===== config.mk =====
export PLATFORM = sky130hd
export DESIGN_NAME = bob_ind_ctrl
export DESIGN_NICKNAME = d
export VERILOG_FILES = /design/src/rtl/bob_ind_ctrl.sv
export SDC_FILE = /design/constraint.sdc
export NUM_CORES = 1
export LEC_CHECK = 0
export CAP_MARGIN = 0
export CORE_MARGIN = 1
export CORE_UTILIZATION = 35
export CTS_BUF_LIST = sky130_fd_sc_hd__clkbuf_8 sky130_fd_sc_hd__clkbuf_16
export CTS_CLUSTER_DIAMETER = 100
export DETAILED_ROUTE_END_ITERATION = 6
export HOLD_SLACK_MARGIN = 0.08
export PLACE_DENSITY = 0.88
export SLEW_MARGIN = 20
export SYNTH_ARGS = -nofsm -noshare
export SYNTH_HDL_FRONTEND = slang
export SYNTH_SLANG_ARGS = --single-unit

===== constraint.sdc =====
create_clock -name clk -period 3.4 [get_ports clk]
set_input_delay 0.34 -clock clk [delete_from_list [all_inputs] [get_ports clk]]
set_output_delay 0.34 -clock clk [all_outputs]
set_load 0.01 [all_outputs]

===== src/rtl/bob_ind_ctrl.sv =====
// Allocation, in-order retire and flush sequencer for the BOB indirection store.
// Head/tail carry an extra wrap bit so full and empty stay distinct across wraps.

`ifndef BOB_ADDR_WIDTH
`define BOB_ADDR_WIDTH 6
`endif
`ifndef BOB_COUNT
`define BOB_COUNT 64
`endif

module bob_ind_ctrl #(
  parameter int ADDR_WIDTH = `BOB_ADDR_WIDTH,
  parameter int ADDR_COUNT = `BOB_COUNT,
  parameter int DATA_WIDTH = 65
) (
  input  logic                  clk,
  input  logic                  rst,
  input  logic                  alloc_req,
  output logic                  alloc_gnt,
  output logic [ADDR_WIDTH-1:0] alloc_idx,
  output logic [ADDR_WIDTH:0]   free_cnt,
  input  logic                  flush_valid,
  input  logic [ADDR_WIDTH-1:0] flush_idx,
  input  logic                  flush_all,
  output logic                  ram_read_clkEn,
  output logic [ADDR_WIDTH-1:0] ram_read_addr,
  input  logic [DATA_WIDTH-1:0] ram_read_data,
  input  logic                  ram_read_ready,
  output logic [ADDR_WIDTH-1:0] ram_writeI_addr,
  output logic                  ram_writeI_ready,
  output logic                  ram_writeI_wen,
  output logic                  ret_valid,
  input  logic                  ret_ready,
  output logic [ADDR_WIDTH-1:0] ret_idx,
  output logic [DATA_WIDTH-1:0] ret_data,
  output logic                  busy
);

  typedef enum logic {INIT, RUN} state_e;

  localparam logic [ADDR_WIDTH:0]   FULL_CNT = (ADDR_WIDTH+1)'(ADDR_COUNT);
  localparam logic [ADDR_WIDTH:0]   PTR_ONE  = (ADDR_WIDTH+1)'(1);
  localparam logic [ADDR_WIDTH-1:0] IDX_ONE  = ADDR_WIDTH'(1);
  localparam logic [ADDR_WIDTH-1:0] LAST_IDX = ADDR_WIDTH'(ADDR_COUNT-1);

  state_e                state_q, state_d;
  logic [ADDR_WIDTH:0]   head_q, head_d;
  logic [ADDR_WIDTH:0]   tail_q, tail_d;
  logic [ADDR_WIDTH-1:0] sweep_q, sweep_d;
  logic [ADDR_WIDTH:0]   count, keep;
  logic                  running, empty, full, ret_fire;

  always_comb begin
    count     = tail_q - head_q;
    empty     = (count == '0);
    full      = (count == FULL_CNT);
    running   = (state_q == RUN) && !rst;
    ret_valid = running && !empty && ram_read_ready;
    ret_fire  = ret_valid && ret_ready;
    alloc_gnt = running && alloc_req && !full && !flush_valid && !flush_all;
    head_d    = ret_fire ? head_q + PTR_ONE : head_q;
    // Entries kept by a partial flush, measured from the pre-retire head.
    keep      = {1'b0, flush_idx - head_q[ADDR_WIDTH-1:0]} + PTR_ONE;
  end

  assign alloc_idx        = tail_q[ADDR_WIDTH-1:0];
  assign free_cnt         = FULL_CNT - count;
  assign ram_read_clkEn   = 1'b1;
  assign ram_read_addr    = head_d[ADDR_WIDTH-1:0];
  assign ram_writeI_ready = 1'b0;
  assign ret_idx          = head_q[ADDR_WIDTH-1:0];
  assign ret_data         = ram_read_data;

  always_comb begin
    state_d         = state_q;
    sweep_d         = sweep_q;
    tail_d          = tail_q;
    busy            = rst;
    ram_writeI_wen  = 1'b0;
    ram_writeI_addr = tail_q[ADDR_WIDTH-1:0];
    unique case (state_q)
      INIT: begin
        busy            = 1'b1;
        ram_writeI_wen  = !rst;
        ram_writeI_addr = sweep_q;
        sweep_d         = sweep_q + IDX_ONE;
        if (sweep_q == LAST_IDX) begin
          state_d = RUN;
        end
      end
      RUN: begin
        ram_writeI_wen = alloc_gnt;
        if (flush_all) begin
          tail_d = head_d;
        end else if (flush_valid) begin
          if (keep <= count) begin
            tail_d = head_q + keep;
          end
        end else if (alloc_gnt) begin
          tail_d = tail_q + PTR_ONE;
        end
      end
      default: state_d = INIT;
    endcase
  end

  always_ff @(posedge clk) begin
    if (rst) begin
      state_q <= INIT;
      head_q  <= '0;
      tail_q  <= '0;
      sweep_q <= '0;
    end else begin
      state_q <= state_d;
      head_q  <= head_d;
      tail_q  <= tail_d;
      sweep_q <= sweep_d;
    end
  end

endmodule


==> impl_metrics.py <==
metrics = {
    "clock_tree": {
        "clk_pin_slew_ns": 0.08,
        "clockBufferDepth": 2,
        "clk_latency_ns": 0.27,
        "cts.hold.buffers_added": 0,
        "cts_tree": "built",
        "numCtsBuffers": 3,
        "cts_sinks": 21,
        "htree_num_levels": 1,
        "cts-root-buf": "clkbuf_8",
    },
    "timing": {
        "slew_violations": 0,
        "finalSetupViolCount": 6,
        "min_period_ns": 3.58,
        "holdWs_ns": 0.526,
        "rsz0062_at_grt": "yes",
        "setup_ws_ns": -0.184,
        "hold_viol_final": 0,
        "fmax_ghz": 0.279,
        "post-route-period-util": 1.05,
        "worst_pin_slew_ns": 0.525,
        "max-slew-margin-rel": 0.649,
        "skew_ns": 0.00163,
    },
    "synth": {
        "synthArstFlopShare": 0,
        "yosys.cell_types.count": 55,
        "synth-edff-count": 0,
        "synthFlopType": "dfxtp_1",
        "avgSynthCellArea_um2": 8.01,
        "synth_area_um2": 3010,
        "syn_nets": 485,
        "synthesis.instances": 376,
        "ys_seq_area_frac": 0.140,
        "synth_seq_cells": 21,
        "yosysWarnings": 0,
    },
    "route": {
        "drtPass1Iterations": 5,
        "drc": 0,
        "detail-route-antenna-nets": 0,
        "wl_per_cell_um": 17.6,
        "wirelength_mm": 9.09,
        "via_per_inst": 5.39,
        "vias": 2793,
        "drt_iter0_drc": 158,
    },
    "floorplanning": {
        "num_rows": 33,
        "initial_utilization": 0.365,
        "dieArea_um2": 8980,
        "core_um2": 8260,
        "die_w_um": 94.8,
        "fp.dieH_um": 94.8,
        "ios": 180,
    },
    "layout": {
        "layout-drive-gt1-share": 0.392,
        "area_growth_pct": 30.3,
        "antenna_cells": 0,
        "fillers": 722,
        "nets": 523,
    },
    "pwr": {
        "power_density_nw_per_um2": 159,
        "ir_drop_mv": 0.134,
        "power.switching_w": 0.000190,
        "p_int_w": 0.000435,
        "power_w": 0.000625,
        "p_sw_frac": 0.304,
        "pwr-share-clk": 0.269,
        "p_comb_frac": 0.331,
        "seqPwrFrac": 0.401,
        "p_leak_nw": 1.72,
    },
    "worst_setup_path": {
        "crit_path_max_incr_delay_ns": 0.42,
        "crit_fanout": 2,
        "ff2ff_path_depth": 15,
        "cp.required_ns": 3.57,
        "cp.depth": 16,
        "setup.worst_path.class": "in -> reg",
        "cp_data_arrival_time_ns": 3.75,
        "path_cells": "clkdlybuf4s50_1 -> ha_1 -> or2_2 -> o221ai_2 -> o21ai_0 -> a211oi_1 -> buf_4 -> xnor2_1 -> buf_4 -> buf_4 -> ha_1 -> a21oi_1 -> xnor2_1 -> xnor2_1 -> a211o_1 -> a311oi_1",
        "end_kind": "flip-flop",
        "rrSetupSlack_ns": -0.16,
        "cp_num_buf_inv": 4,
        "slowest_stage": "clkdlybuf4s50_1",
        "critPathTopFamily": "compound AO/OA/AOI/OAI gates",
        "cp-start-kind": "input pin",
    },
    "global_route": {
        "grt_util_all_layers": 0.187,
        "overflow": 0,
        "grt_pass1_wl_mm": 13.2,
        "grt_antenna_before_repair": 0,
        "grt_max_degree": 19,
        "first_global_vias": 2796,
    },
    "run": {
        "maxCapViolations": 0,
    },
    "run_status": {
        "outcome": "complete, but fails checks",
        "failed_checks": "negative setup slack",
    },
    "worst_hold_path": {
        "worstHoldPathType": "reg -> reg",
        "holdPathStages": 2,
    },
    "place": {
        "hpwlAfterDp_mm": 6.04,
        "gp_congestion": 0.906,
        "io_buffers": 47,
    },
}
## logic make-up (layout without fill, tap and decap cells)
kind of cell	after synthesis	in the layout	synth area share
buf+inv	115	152	0.252
simple gates	98	98	0.165
compound gates	63	63	0.163
xor+xnor	39	39	0.116
fa+ha+maj	31	31	0.136
flops	21	21	0.140
mux	7	7	0.0253
other cells	2	2	0.00249
## per-layer routing
layer | global-route usage | up-vias | routed length [um]
met5 | 0 | - | 0
li1 | - | 1276 | -
met2 | 0.335 | 146 | 4790
met3 | 0.0386 | 39 | 594
met1 | 0.211 | 1332 | 3400
met4 | 0.0808 | 0 | 310
## power by group through the flow
stage,sequential (W),combinational [W],clock [W]
after global routing,0.000251,0.000223,0.000183
after floorplan,0.000256,0.000172,0
final,0.000250,0.000206,0.000168
after global placement,0.000257,0.000160,0
after CTS,0.000251,0.000190,0.000167
after detailed placement,0.000257,0.000167,0
## synth_stat cells (all sizes together) (5+ instances only)
cell type   n  area share
a211oi      9       0.027
a21oi      14       0.025
nor2b       8       0.017
o21ai      14       0.023
ha         28        0.12
nand2      16       0.020
and2        6       0.012
inv        20       0.025
xnor2      21       0.061
xor2       18       0.055
nand3      16       0.027
mux2        5       0.019
clkbuf      7      0.0087
nor3        7       0.012
buf        87        0.22
nor2       28       0.036
dfxtp      21        0.14
## metrics by stage
stage / worst slack [ns] / cell area, um^2 / utilization / cells / TNS (ns)
3_3_place_gp: -0.433 / 3390 / 0.410 / 493 / -2.97
3_5_place_dp: -0.579 / 3390 / 0.410 / 493 / -4.13
2_1_floorplan: -0.00469 / 3030 / - / 376 / -0.00469
6_report: -0.184 / 3920 / 0.475 / 518 / -0.469
5_1_grt: -0.415 / 3920 / 0.475 / 518 / -2.08
4_1_cts: -0.176 / 3680 / 0.445 / 509 / -0.195
## state kept, by name, indices dropped and copies added (netlist names)
name / cells
sweep_q: 6
head_q: 7
state_q: 1
tail_q: 7
## cell usage in the layout, fill, tap and decap left out, drive strengths merged, types with 5 or more instances in the layout
master,instances
nand3,16
mux2,5
nand2,16
a211oi,9
and2,6
nor3,7
clkdlybuf4s50,35
clkbuf,7
dfxtp,21
nor2,28
buf,82
inv,21
ha,28
a21oi,14
xnor2,21
o21ai,14
nor2b,8
xor2,18
## worst min-delay path: stages (launching register included)
cell,delay [ns]
dfxtp_1,0.34
o21ai_0,0.08
a21oi_1,0.06
## path summary, 6_finish.rpt
path | start | end
worst max-delay path | flush_idx[2] | tail_q[6]
worst min-delay path | sweep_q[5] | sweep_q[5]
worst max register to register | head_q[0] | tail_q[6]
worst min register to register | sweep_q[5] | sweep_q[5]
## cell type report
cell class                 instances  area (um^2)  area share
multi-input combinational        240         2170       0.553
timing repair buffer             127         1070       0.272
sequential                        21          429       0.109
tap                              105          131      0.0335
inverter                          21         81.3      0.0207
clock buffer                       3         41.3      0.0105
clock inverter                     1         3.75    0.000957
## timing repair
action	4_1_cts	5_1_grt
pin swaps	24	23
gates resized for setup	50	48
endpoints found under the hold margin	0	0
buffers inserted	12	10
setup endpoints to repair	17	16
(Power assumes the default switching activity.)
